<file path="src/rtl/ro_puf_response_sequencer_if.sv">
// rtl/ro_puf_response_sequencer_if.sv - request and RO-PUF array signals of the response sequencer
// master is the sequencer side; slave is the host/PUF side.
interface ro_puf_response_sequencer_if #(
  parameter int NUM_BITS = 8
);
  logic                start;
  logic [7:0]          challenge;
  logic                puf_in;
  logic [3:0]          select1;
  logic [3:0]          select2;
  logic                ro_enable;
  logic                ro_reset;
  logic                busy;
  logic                done;
  logic [NUM_BITS-1:0] response;

  modport master (
    input  start, challenge, puf_in,
    output select1, select2, ro_enable, ro_reset, busy, done, response
  );

  modport slave (
    output start, challenge, puf_in,
    input  select1, select2, ro_enable, ro_reset, busy, done, response
  );
endinterface

</file>
<file path="src/rtl/ro_puf_response_sequencer.sv">
// rtl/ro_puf_response_sequencer.sv - per-bit RO pair select, clear, measure, settle and capture sequencer
// Builds a NUM_BITS response from one challenge, one RO pair comparison per bit.
module ro_puf_response_sequencer #(
  parameter int NUM_BITS   = 8,
  parameter int WINDOW     = 4096,
  parameter int RST_CYCLES = 2,
  parameter int SETTLE     = 3
) (
  input  logic                          clock,
  input  logic                          reset,
  ro_puf_response_sequencer_if.master   bus
);

  localparam int IW   = $clog2(NUM_BITS) + 1;
  localparam int MAXC = (WINDOW > RST_CYCLES) ?
                        ((WINDOW > SETTLE) ? WINDOW : SETTLE) :
                        ((RST_CYCLES > SETTLE) ? RST_CYCLES : SETTLE);
  localparam int CW   = $clog2(MAXC + 1);

  typedef enum logic [2:0] {
    S_IDLE, S_SETUP, S_CLEAR, S_MEASURE, S_SETTLE, S_SAMPLE, S_NEXT
  } state_t;

  state_t              state, next_state;
  logic [CW-1:0]       cnt;
  logic [IW-1:0]       idx;
  logic [1:0]          sync;
  logic [3:0]          sel1, sel2;
  logic [NUM_BITS-1:0] resp;
  logic [NUM_BITS-1:0] mask;
  logic                last_bit;
  logic                same_pair;

  assign last_bit  = (idx == IW'(NUM_BITS - 1));
  assign mask      = NUM_BITS'(1) << idx;
  assign same_pair = (sel1 == sel2);

  always_ff @(posedge clock) begin
    if (reset) state <= S_IDLE;
    else       state <= next_state;
  end

  always_comb begin
    next_state    = state;
    bus.ro_enable = 1'b0;
    bus.ro_reset  = 1'b0;
    bus.busy      = 1'b1;
    bus.done      = 1'b0;
    case (state)
      S_IDLE: begin
        bus.ro_reset = 1'b1;
        bus.busy     = 1'b0;
        if (bus.start) next_state = S_SETUP;
      end
      S_SETUP:   next_state = same_pair ? S_NEXT : S_CLEAR;
      S_CLEAR: begin
        bus.ro_reset = 1'b1;
        if (cnt == CW'(RST_CYCLES - 1)) next_state = S_MEASURE;
      end
      S_MEASURE: begin
        bus.ro_enable = 1'b1;
        if (cnt == CW'(WINDOW - 1)) next_state = S_SETTLE;
      end
      S_SETTLE: begin
        if (cnt == CW'(SETTLE - 1)) next_state = S_SAMPLE;
      end
      S_SAMPLE:  next_state = S_NEXT;
      S_NEXT: begin
        if (last_bit) begin
          bus.done   = 1'b1;
          next_state = S_IDLE;
        end else begin
          next_state = S_SETUP;
        end
      end
      default:   next_state = S_IDLE;
    endcase
  end

  // Selects advance only on NEXT->SETUP, so they never move while the ROs run.
  always_ff @(posedge clock) begin
    if (reset) begin
      cnt  <= '0;
      idx  <= '0;
      sync <= '0;
      sel1 <= '0;
      sel2 <= '0;
      resp <= '0;
    end else begin
      sync <= {sync[0], bus.puf_in};
      if (next_state != state) begin
        cnt <= '0;
      end else if (state == S_CLEAR || state == S_MEASURE || state == S_SETTLE) begin
        cnt <= cnt + 1'b1;
      end
      case (state)
        S_IDLE: begin
          if (bus.start) begin
            sel1 <= bus.challenge[3:0];
            sel2 <= bus.challenge[7:4];
            idx  <= '0;
            resp <= '0;
          end
        end
        S_SETUP: begin
          if (same_pair) resp <= resp & ~mask;
        end
        S_SAMPLE: resp <= sync[1] ? (resp | mask) : (resp & ~mask);
        S_NEXT: begin
          if (!last_bit) begin
            idx  <= idx + 1'b1;
            sel1 <= sel1 + 4'd1;
            sel2 <= sel2 + 4'd1;
          end
        end
        default: ;
      endcase
    end
  end

  assign bus.select1  = sel1;
  assign bus.select2  = sel2;
  assign bus.response = resp;

endmodule
</file>
<file path="src/flat_wrapper.sv">
// flat-port wrapper written by rule: the top's interface ports become plain ports
module ro_puf_response_sequencer_flat 
#(
  parameter int NUM_BITS   = 8,
  parameter int WINDOW     = 4096,
  parameter int RST_CYCLES = 2,
  parameter int SETTLE     = 3
)
  (clock, reset, bus_start, bus_challenge, bus_puf_in, bus_select1, bus_select2, bus_ro_enable, bus_ro_reset, bus_busy, bus_done, bus_response);
  ro_puf_response_sequencer_if #(.NUM_BITS(NUM_BITS)) bus_i ();
  input  logic clock;
  input  logic reset;
  input wire logic [$bits(bus_i.start)-1:0] bus_start;
  input wire logic [$bits(bus_i.challenge)-1:0] bus_challenge;
  input wire logic [$bits(bus_i.puf_in)-1:0] bus_puf_in;
  output wire logic [$bits(bus_i.select1)-1:0] bus_select1;
  output wire logic [$bits(bus_i.select2)-1:0] bus_select2;
  output wire logic [$bits(bus_i.ro_enable)-1:0] bus_ro_enable;
  output wire logic [$bits(bus_i.ro_reset)-1:0] bus_ro_reset;
  output wire logic [$bits(bus_i.busy)-1:0] bus_busy;
  output wire logic [$bits(bus_i.done)-1:0] bus_done;
  output wire logic [$bits(bus_i.response)-1:0] bus_response;
  assign bus_i.start = bus_start;
  assign bus_i.challenge = bus_challenge;
  assign bus_i.puf_in = bus_puf_in;
  assign bus_select1 = bus_i.select1;
  assign bus_select2 = bus_i.select2;
  assign bus_ro_enable = bus_i.ro_enable;
  assign bus_ro_reset = bus_i.ro_reset;
  assign bus_busy = bus_i.busy;
  assign bus_done = bus_i.done;
  assign bus_response = bus_i.response;
  ro_puf_response_sequencer #(.NUM_BITS(NUM_BITS), .WINDOW(WINDOW), .RST_CYCLES(RST_CYCLES), .SETTLE(SETTLE)) u_core (.clock(clock), .reset(reset), .bus(bus_i));
endmodule
</file>
<file path="config.mk">
export PLATFORM = sky130hd
export DESIGN_NAME = ro_puf_response_sequencer_flat
export DESIGN_NICKNAME = d
export VERILOG_FILES = /design/src/rtl/ro_puf_response_sequencer_if.sv /design/src/rtl/ro_puf_response_sequencer.sv /design/src/flat_wrapper.sv
export SDC_FILE = /design/constraint.sdc
export NUM_CORES = 1
export LEC_CHECK = 0
export CORE_MARGIN = 2
export CORE_UTILIZATION = 58
export DETAILED_ROUTE_END_ITERATION = 8
export PLACE_DENSITY = 0.84
export SYNTH_ARGS = -nofsm -noshare
export SYNTH_HDL_FRONTEND = slang
export SYNTH_SLANG_ARGS = --single-unit
export TNS_END_PERCENT = 100
</file>
<file path="constraint.sdc">
create_clock -name clock -period 6.21 [get_ports clock]
set_clock_uncertainty 0.2 [all_clocks]
set_input_delay 1.863 -clock clock [delete_from_list [all_inputs] [get_ports clock]]
set_output_delay 1.863 -clock clock [all_outputs]
set_load 0.02 [all_outputs]
</file>
Word-level counts from Yosys, hierarchy flattened
Index checks and enable logic that the tools add are counted.
{"block": "classes", "addsub": 4, "eq_ne": 15, "shift": 1, "mux": 25, "n_bitwise": 3, "n_reduce_logical": 9}
{"cell": "$mux 4", "n": 6}
{"cell": "$mux 8", "n": 3}
{"cell": "$pmux 4 s2", "n": 3}
{"cell": "$pmux 8 s3", "n": 1}
{"cell": "$pmux 3 s7", "n": 1}
{"cell": "$mux 3", "n": 5}
{"cell": "$add 13x1->13 const B", "n": 1}
{"cell": "$eq 13x1->1 const B", "n": 1}
{"cell": "$eq 13x12->1 const B", "n": 1}
{"cell": "$eq 13x2->1 const B", "n": 1}
{"cell": "$add 4x1->4 const B", "n": 3}
{"cell": "$eq 3x3->1 const B", "n": 3}
{"cell": "$and 8x8->8", "n": 1}
{"cell": "$not 8->8", "n": 1}
{"cell": "$or 8x8->8", "n": 1}
{"cell": "$shl 1x4->8 const A", "n": 1}
{"cell": "$eq 3x2->1 const B", "n": 2}
{"cell": "$mux 1", "n": 6}
{"cell": "$reduce_and 3->1", "n": 2}
{"cell": "$eq 4x3->1 const B", "n": 1}
{"cell": "$eq 4x4->1", "n": 1}
{"cell": "$ne 2x2->1 const B", "n": 2}
{"cell": "$reduce_or 2->1", "n": 2}
{"cell": "$eq 3x1->1 const B", "n": 1}
{"cell": "other kinds (6)", "n": 7}
{"block": "totals", "reg_bits": 38, "out_inout_bits": 20, "word_cells": 64}

Depth between registers and ports, before layout
Gate-level depths: netlist of the first run.
{"block": "depth", "depth_word": 5, "depth_mapped": 7, "depth_no_buf": 6}

Least setup slack after synthesis of the first run
No wires, ideal clock.
{"block": "synth_timing", "kind": "register -> output", "startpoint": "reg u_core.state[1]", "endpoint": "out bus_done", "arrival_time_ns": 1.352, "required_ns": 4.147, "path_slack_ns": 2.795, "path_stages_with_launch": 5, "path_buffers": 2, "path_cell_list": "dfxtp_1 -> buf_4 -> nand3b_1 -> clkbuf_1 -> nor2_1"}
{"block": "synth_via", "elab_chain_cells": 2}
{"item": "from (decl)", "line_no": "ro_puf_response_sequencer.sv:24", "rtl": "state_t state, next_state;"}
{"item": "from (signal assigned)", "line_no": "ro_puf_response_sequencer.sv:40", "rtl": "else state <= next_state;"}
{"item": "$eq 3x3->1", "line_no": "ro_puf_response_sequencer.sv:49", "rtl": "case (state)"}
{"item": "$mux 1", "line_no": "ro_puf_response_sequencer.sv:49"}
{"item": "to (decl)", "line_no": "flat_wrapper.sv:21", "rtl": "output wire logic [$bits(bus_i.done)-1:0] bus_done;"}
No other way between the ends.

Worst setup path in the final report of the first run
Ends and elaborated chain as after synthesis.

==> summary.txt, run 1 <==
========================================================================================================
Per-cell routed wire length                                                                      14.7 um
Share of async-settable or async-resettable flops after synthesis                                     0%
Most frequent cells in the layout                                                           dfxtp_1 (38), clkdlybuf4s50_1 (31), a21oi_1 (16), o21ai_0 (16), nand2_1 (16)
Maximum clock insertion buffer count                                                                   2
Number of gates given a new drive strength after cts                                                   0
Post-synth EDFFs                                                                                       0
First-pass iteration count of the detailed router                                                      5
CTS buffer count                                                                                       5
Result of the run                                                                           finished, final reports clean
Portion of the post-synthesis area used by sequential elements                                     34.6%
Worst min-delay path startpoint                                                             u_core.sync[0]
Die X                                                                                            65.5 um
Relative slew margins                                                                              29.4%
Relative contribution of sequential cells to total power                                           48.9%
Post-DP HPWL                                                                                     3420 um
Core Footprint                                                                                 3660 um^2
Worst Setup Start Kind                                                                          register
Total nets after synthesis                                                                           287
Slew at the pin with the worst max-slew slack                                                    1050 ps
Buffer cell driving the clock tree root                                                         clkbuf_8
YS warnings                                                                                            0
Pin count of the biggest net entering global routing                                                  29
Number of clock sinks                                                                                 38
Critical path endpoint category                                                               output pin
Register area                                                                                   761 um^2
Number of top-level pins                                                                              32
Initial standard-cell utilization of the core                                                      60.0%
Multi-input gate area in the final layout                                                      1340 um^2
Synth Area per Inst                                                                            8.32 um^2
Class of the most critical hold timing path                                                 register to register
GRT Total Usage                                                                                    25.5%
First-iteration detailed-routing DRC count                                                           144
Global-route wire length before repair                                                           8600 um
Aggregate negative setup slack                                                                      0 ps
Clock share of power                                                                               29.7%
Net total in the final layout                                                                        312
Post-synthesis cell count                                                                            264
Share of final-layout standard cells stronger than drive strength 1                                5.21%
Max Fclk                                                                                       0.228 GHz
Post-route DRC violation count                                                                         0
Vias per inst                                                                                       5.90
Peak supply drop                                                                                0.156 mV
Post-DRT Antenna Nets                                                                                  0
Insertion delay of the later-clocked pin in the worst-skew pair                                   290 ps
Count of fill cells added during filler insertion                                                    302
Number of global-route vias before repair                                                          1,859
Critical R2R Launch                                                                         u_core.state[1]
Internal Power                                                                                  0.389 mW
Max-slew violation count                                                                               0
Final std cells w/o fill                                                                             336
TritonCTS clock tree                                                                                 yes
Post-CTS Setup Inserts                                                                                 0
Total of buffers placed on input and output ports                                                     31
Layout overhead on the synthesized area                                                            18.2%
Power per Cell Area                                                                          216 nW/um^2
Post-CTS clock slew at the launch and capture registers of the worst setup and hold paths          70 ps
Count of H-tree levels built during CTS                                                                2
Crit-path max FO                                                                                      18
Arrival time at the worst endpoint                                                               2320 ps
Cell accounting for the most synthesized area                                                    dfxtp_1
Worst setup path category                                                                   register to output pin
Cell types occupying the most area after synthesis                                          dfxtp_1 (35%), ha_1 (6.3%), a21oi_1 (3.6%), o21ai_0 (3.6%), nand3_1 (3.2%)
Unrepaired setup endpoints after global routing                                                       no
Remaining global-route overflow                                                                        0
Final setup violation count                                                                            0
Number of hold violations in the final report                                                          0
Diode insertion count for antenna repair                                                               0
DR vias                                                                                            1,982
Most frequent standard cell in the layout excluding fill and tap cells                           dfxtp_1
Hold_buf cts                                                                                           0
Dominant synthesized flop cell                                                                   dfxtp_1
Critical Path RT                                                                                 4150 ps
Period Utilization, post-route                                                                     70.6%
Die boundary height                                                                              65.5 um
Combinational fraction of design power                                                             21.4%
Fraction of post-synthesis cell area in the top cell type by area                                  34.6%
Cell count after placement                                                                           330
Post-detailed-routing wire length                                                                4940 um
Launch point of the critical path                                                           u_core.state[1]
Post-Syn Area                                                                                  2200 um^2
Count of standard-cell rows                                                                           22
Clock period minus worst slack                                                                   4390 ps
Die Footprint                                                                                  4290 um^2
Switch share                                                                                       30.5%
Yosys reg bits                                                                                        38
Final weighted congestion of routability-driven global placement                                   0.817
Reported leakage power                                                                          0.868 nW
Number of antenna violations at the first check in global routing                                      0
Net switching component of the power                                                            0.171 mW
Max-cap check violation count                                                                          0
Unique masters post-synth                                                                             44
========================================================================================================
## power groups by stage
stage	sequential, mW	combinational, mW	clock [mW]
after floorplan	0.278	0.0785	0
after global routing	0.277	0.133	0.181
after detailed placement	0.279	0.119	0
after CTS	0.274	0.120	0.172
after global placement	0.278	0.118	0
final	0.274	0.120	0.166
## worst paths after layout
kind / slack, ps / depth (start not counted) / endpoint
hold reg to reg: 250 / 1 / u_core.sync[1]
setup reg to reg: 3360 / 4 / u_core.cnt[1]
setup / recovery: 1820 / 3 / bus_done
hold / removal: 250 / 1 / u_core.sync[1]
## per-stage QoR
| step | util [%] | power [mW] | area (um^2) | worst slack (ps) | hold slack [ps] |
|---|---|---|---|---|---|
| CTS | 70.9 | 0.566 | 2590 | 1810 | 255 |
| finish | 70.9 | 0.561 | 2590 | 1820 | 245 |
| floorplan | - | 0.357 | 2200 | 2800 | 214 |
| global placement | 68.6 | 0.397 | 2510 | 2100 | 231 |
| global route | 70.9 | 0.591 | 2590 | 1500 | 262 |
| detailed placement | 68.6 | 0.399 | 2510 | 2080 | 227 |
## critical path, cell delays in order (launching register included)
cell             delay (ps)
dfxtp_1                 630
nand3b_1                540
nor2_1                  240
clkdlybuf4s50_1         620
## state kept, by name (all words and copies together) (netlist names)
| signal | flops |
|---|---|
| u_core.cnt | 13 |
| u_core.bus.response | 8 |
| u_core.bus.select1 | 4 |
| u_core.bus.select2 | 4 |
| u_core.idx | 4 |
| u_core.state | 3 |
| u_core.sync | 2 |
## cell type report
type	count	share of cell area (%)
multi-input cells	204	51.6
flip-flops and latches	38	29.3
repair buffers	33	12.5
clock buffers	6	3.18
well taps	48	2.31
inverters	7	1.01
## per-layer routing
layer,global-route usage (%),routed length [um],vias up
met5,0,0,-
met4,8.59,43,0
met3,5.48,144,4
met2,41.8,2490,37
met1,33.1,2260,929
li1,-,-,1012
## Yosys cell counts (4+ instances only)
master and n:
o211ai_1 7, or3_1 8, nand2_1 16, ha_1 11, nand2b_1 7, buf_2 7
a31oi_1 7, and2_1 7, a211oi_1 4, nor3_1 14, inv_1 7, nor4_1 5
xor2_1 7, xnor2_1 6, nor2b_1 6, clkbuf_1 7, o21ai_0 16, nor2_1 14
nand3_1 14, dfxtp_1 38, a21oi_1 16
## kinds of logic after synthesis
kind of cell | Yosys count | synth area share (%)
simple gates | 110 | 28.5
compound gates | 69 | 20.6
flops | 38 | 34.6
buf+inv | 22 | 4.33
xor+xnor | 13 | 5.19
fa+ha+maj | 11 | 6.27
mux | 1 | 0.456
(Power assumes the default switching activity.)
==> run 2: changes to the inputs <==
CORE_UTILIZATION = 49   (was 58)
PLACE_DENSITY = 0.76   (was 0.84)
clock period = 3.88 ns   (was 6.21 ns; I/O delays follow)
==> summary.txt, run 2 (synthesis results as in run 1) <==
========================================================================================================
Result of the run                                                                           finished, final reports clean
Initial standard-cell utilization of the core                                                      50.8%
Number of top-level pins                                                                              32
Number of global-route vias before repair                                                          2,001
Reg-to-reg critical path endpoint                                                           u_core.cnt[12]
R2r setup slk                                                                                    1270 ps
GRT Total Usage                                                                                    21.0%
Peak supply drop                                                                                0.206 mV
Power per Cell Area                                                                          340 nW/um^2
Critical Path End                                                                               bus_done
Final setup slack of the worst path                                                               474 ps
Per-cell routed wire length                                                                      14.1 um
TritonCTS clock tree                                                                                 yes
Pwr Total                                                                                       0.892 mW
First-iteration detailed-routing DRC count                                                           130
Launch point of the critical path                                                           u_core.state[1]
Diode insertion count for antenna repair                                                               0
Most frequent cells in the layout                                                           dfxtp_1 (38), clkdlybuf4s50_1 (31), a21oi_1 (16), o21ai_0 (16), nand2_1 (16)
Most frequent standard cell in the layout excluding fill and tap cells                           dfxtp_1
Core Footprint                                                                                 4320 um^2
Number of clock sinks                                                                                 38
Largest register by flop count                                                                u_core.cnt
Total of buffers placed on input and output ports                                                     31
Max-slew violation count                                                                               0
Final weighted congestion of routability-driven global placement                                   0.828
Insertion delay of the later-clocked pin in the worst-skew pair                                   290 ps
Arrival time at the worst endpoint                                                               2040 ps
Vias per inst                                                                                       5.77
CTS buffer count                                                                                       5
Slew at the pin with the worst max-slew slack                                                    1030 ps
Placed standard-cell area                                                                      2550 um^2
Relative slew margins                                                                              31.0%
Number of gates given a new drive strength after cts                                                   0
Worst setup path category                                                                   register to output pin
Post-DRT Antenna Nets                                                                                  0
Worst slack, placed                                                                               550 ps
Worst min-delay path startpoint                                                             u_core.sync[0]
Critical Path RT                                                                                 2520 ps
Number of antenna violations at the first check in global routing                                      0
First-pass iteration count of the detailed router                                                      4
Worst Setup Start Kind                                                                          register
Post-DP HPWL                                                                                     3490 um
Number of hold violations in the final report                                                          0
Post-CTS Setup Inserts                                                                                 0
Remaining global-route overflow                                                                        0
Reported leakage power                                                                          0.883 nW
Aggregate negative setup slack                                                                      0 ps
Unrepaired setup endpoints after global routing                                                       no
Post-route DRC violation count                                                                         0
Critical R2R Launch                                                                         u_core.state[1]
Layout overhead on the synthesized area                                                            19.5%
Post-route standard cell area excluding fillers                                                2620 um^2
Hold_buf cts                                                                                           0
Die X                                                                                            70.9 um
Pin count of the biggest net entering global routing                                                  28
Post-detailed-routing wire length                                                                4860 um
Critical path endpoint category                                                               output pin
Crit-path max FO                                                                                      18
Class of the most critical hold timing path                                                 register to register
DR vias                                                                                            1,991
Final setup violation count                                                                            0
Max-cap check violation count                                                                          0
Share of final-layout standard cells stronger than drive strength 1                                6.14%
Post-CTS clock slew at the launch and capture registers of the worst setup and hold paths          70 ps
Die boundary height                                                                              70.9 um
Count of H-tree levels built during CTS                                                                2
Period Utilization, post-route                                                                     87.8%
Die Footprint                                                                                  5030 um^2
Maximum clock insertion buffer count                                                                   2
Max Fclk                                                                                       0.294 GHz
Number of cells traversed by the worst register-to-register path                                       5
Clock period minus worst slack                                                                   3410 ps
Net total in the final layout                                                                        316
Flip-flop count of the largest register after layout                                                  13
Global-route wire length before repair                                                           8580 um
Buffer cell driving the clock tree root                                                         clkbuf_8
Count of standard-cell rows                                                                           24
========================================================================================================
run 2: where the power goes:
group | internal (mW) | switching, mW
Clock | 0.124 | 0.133
Combinational | 0.0859 | 0.114
Sequential | 0.406 | 0.0292
Total | 0.616 | 0.277
run 2: critical path, stage by stage, from the launching register on:
cell and delay (ps):
dfxtp_1 670, nand3b_1 140, buf_4 220, nor2_1 110
clkdlybuf4s50_1 610
run 2: through the flow:
step / hold WS [ps] / util (%) / instances
detailed placement: 241 / 58.9 / 338
finish: 240 / 60.7 / 345
global placement: 243 / 58.9 / 338
global route: 262 / 60.7 / 345
floorplan: 214 / - / 264
CTS: 248 / 60.7 / 345
run 2: how the worst min path moves through the flow:
stage | end | slack (ps) | cells past startpoint
4_1_cts | u_core.sync[1] | 250 | 1
2_1_floorplan | u_core.sync[1] | 210 | 1
3_5_place_dp | u_core.sync[1] | 240 | 1
6_report | u_core.sync[1] | 240 | 1
3_3_place_gp | u_core.sync[1] | 240 | 1
5_1_grt | u_core.sync[1] | 260 | 1
run 2: final cells by class:
class	instances	area [um^2]
Fill cell	397	1700
Sequential cell	38	761
Clock buffer	7	76.3
Inverter	7	26.3
Multi-Input combinational cell	204	1340
Timing Repair Buffer	37	355
Tap cell	52	65.1
run 2: per-layer routing:
layer / track usage [%] / vias up / part of all wire [%]
li1: - / 1028 / -
met1: 25.6 / 915 / 47
met4: 9.22 / 0 / 2.0
met3: 4.56 / 7 / 3.7
met5: 0 / - / 0
met2: 35.5 / 41 / 47
==> run 3: changes to the inputs <==
clock period = 2.9 ns   (was 3.88 ns; I/O delays follow)
==> summary.txt, run 3 (synthesis results as in run 1) <==
========================================================================================================
Max stage delay on crit path                                                                      630 ps
Aggregate negative setup slack                                                                      0 ps
Most frequent standard cell in the layout excluding fill and tap cells                           dfxtp_1
Period Utilization, post-route                                                                     94.8%
Critical Path RT                                                                                 1830 ps
Worst setup path category                                                                   register to output pin
Hold_buf cts                                                                                           0
Hold EP                                                                                     u_core.sync[1]
Cell type of the slowest stage on the worst timing path                                     clkdlybuf4s50_1
Slew at the pin with the worst max-slew slack                                                     647 ps
Initial standard-cell utilization of the core                                                      50.8%
First-iteration detailed-routing DRC count                                                           100
Buffer cell driving the clock tree root                                                         clkbuf_8
Total of buffers placed on input and output ports                                                     31
Maximum clock insertion buffer count                                                                   2
Cell-by-cell trace of the critical path                                                     nand2b_1 > nor2_1 > clkdlybuf4s50_1
Final weighted congestion of routability-driven global placement                                   0.808
Post-detailed-routing wire length                                                                4790 um
Post-DRT Antenna Nets                                                                                  0
Die X                                                                                            70.9 um
Count of fill cells added during filler insertion                                                    403
Share of final-layout standard cells stronger than drive strength 1                                9.30%
Count of standard-cell rows                                                                           24
First-pass iteration count of the detailed router                                                      4
TritonCTS clock tree                                                                                 yes
Crit-path max FO                                                                                      10
Number of top-level pins                                                                              32
Post-route DRC violation count                                                                         0
Net total in the final layout                                                                        325
Number of global-route vias before repair                                                          2,018
Global-route wire length before repair                                                           8590 um
Worst slack, placed                                                                               244 ps
Power per Cell Area                                                                          458 nW/um^2
Family with the most delay on the worst path                                                buffers and inverters
Max-slew violation count                                                                               0
Vias per inst                                                                                       5.74
Reg-to-reg critical path endpoint                                                           u_core.cnt[7]
Largest register by flop count                                                                u_core.cnt
Max Fclk                                                                                       0.364 GHz
Number of gates given a new drive strength after cts                                                   0
Final setup slack of the worst path                                                               151 ps
GRT Total Usage                                                                                    20.8%
Worst Setup Start Kind                                                                          register
DR vias                                                                                            2,025
Crit path buffers/inverters                                                                            1
Die Footprint                                                                                  5030 um^2
Layout overhead on the synthesized area                                                            23.0%
CTS buffer count                                                                                       5
Unrepaired setup endpoints after global routing                                                       no
Diode insertion count for antenna repair                                                               0
Post-DP HPWL                                                                                     3550 um
Class of the most critical hold timing path                                                 register to register
Relative slew margins                                                                              56.6%
Number of hold violations in the final report                                                          0
Flip-flop count of the largest register after layout                                                  13
Clock period minus worst slack                                                                   2750 ps
Number of clock sinks                                                                                 38
Worst min-delay path startpoint                                                             u_core.sync[0]
Most frequent cells in the layout                                                           dfxtp_1 (38), clkdlybuf4s50_1 (30), a21oi_1 (16), o21ai_0 (16), nand2_1 (16)
Number of cells traversed by the worst register-to-register path                                       6
Result of the run                                                                           finished, final reports clean
Critical path endpoint category                                                               output pin
Remaining global-route overflow                                                                        0
Peak supply drop                                                                                0.277 mV
Count of H-tree levels built during CTS                                                                2
Final setup violation count                                                                            0
Post-CTS Setup Inserts                                                                                 0
R2r setup slk                                                                                     570 ps
Per-cell routed wire length                                                                      13.6 um
Number of antenna violations at the first check in global routing                                      0
Pin count of the biggest net entering global routing                                                  18
Insertion delay of the later-clocked pin in the worst-skew pair                                   290 ps
Post-CTS clock slew at the launch and capture registers of the worst setup and hold paths          70 ps
Core Footprint                                                                                 4320 um^2
Max-cap check violation count                                                                          0
Critical R2R Launch                                                                         u_core.cnt[0]
Reported leakage power                                                                          0.952 nW
Die boundary height                                                                              70.9 um
Arrival time at the worst endpoint                                                               1680 ps
Worst Hold Depth                                                                                       1
Pwr Total                                                                                        1.24 mW
========================================================================================================
[run 3: stage by stage]
stage                     area (um^2)  instances  utilization [%]  hold WS, ps
after floorplan                  2200        264                -          214
after detailed placement         2620        347             60.5          224
after global placement           2620        347             60.5          232
after global routing             2700        353             62.4          277
final                            2700        353             62.4          254
after CTS                        2700        353             62.4          253
[run 3: worst max-delay path by stage]
| stage | from | end | slack (ps) | depth (start not counted) |
|---|---|---|---|---|
| after floorplan | u_core.state[1] | bus_done | 480 | 4 |
| after global placement | bus_start | u_core.idx[3] | 290 | 6 |
| after detailed placement | bus_start | u_core.idx[3] | 240 | 6 |
| after CTS | u_core.idx[1] | bus_done | 6 | 4 |
| after global routing | u_core.state[1] | bus_ro_enable | 30 | 3 |
| final | u_core.state[1] | bus_ro_enable | 150 | 3 |
[run 3: cell type report]
| type | instances | area (um^2) | share of cell area [%] |
|---|---|---|---|
| Clock buffer | 6 | 82.6 | 3.06 |
| Tap cell | 52 | 65.1 | 2.41 |
| Sequential cell | 38 | 761 | 28.2 |
| Multi-Input combinational cell | 204 | 1340 | 49.6 |
| Inverter | 7 | 26.3 | 0.973 |
| Timing Repair Buffer | 46 | 425 | 15.8 |
[run 3: where the power goes]
part	switching (mW)	total (mW)	internal, mW	leakage, nW
sequential	0.0335	0.577	0.543	0.308
clock	0.178	0.362	0.183	0.0431
combinational	0.163	0.298	0.134	0.600
total	0.375	1.24	0.861	0.952
[run 3: worst reg2reg max path: stages (launching register included)]
cell	delay, ps
dfxtp_1	470
ha_1	230
and4_1	320
nand3_1	130
o21ai_1	550
buf_4	270
a211oi_2	40
[run 3: routing by layer]
| metal | vias to the layer above | GRT usage [%] | wire (um) |
|---|---|---|---|
| met5 | - | 0 | 0 |
| met4 | 0 | 7.97 | 63 |
| met3 | 7 | 4.13 | 182 |
| met2 | 35 | 36.0 | 2340 |
| met1 | 946 | 25.2 | 2200 |
| li1 | 1037 | - | - |
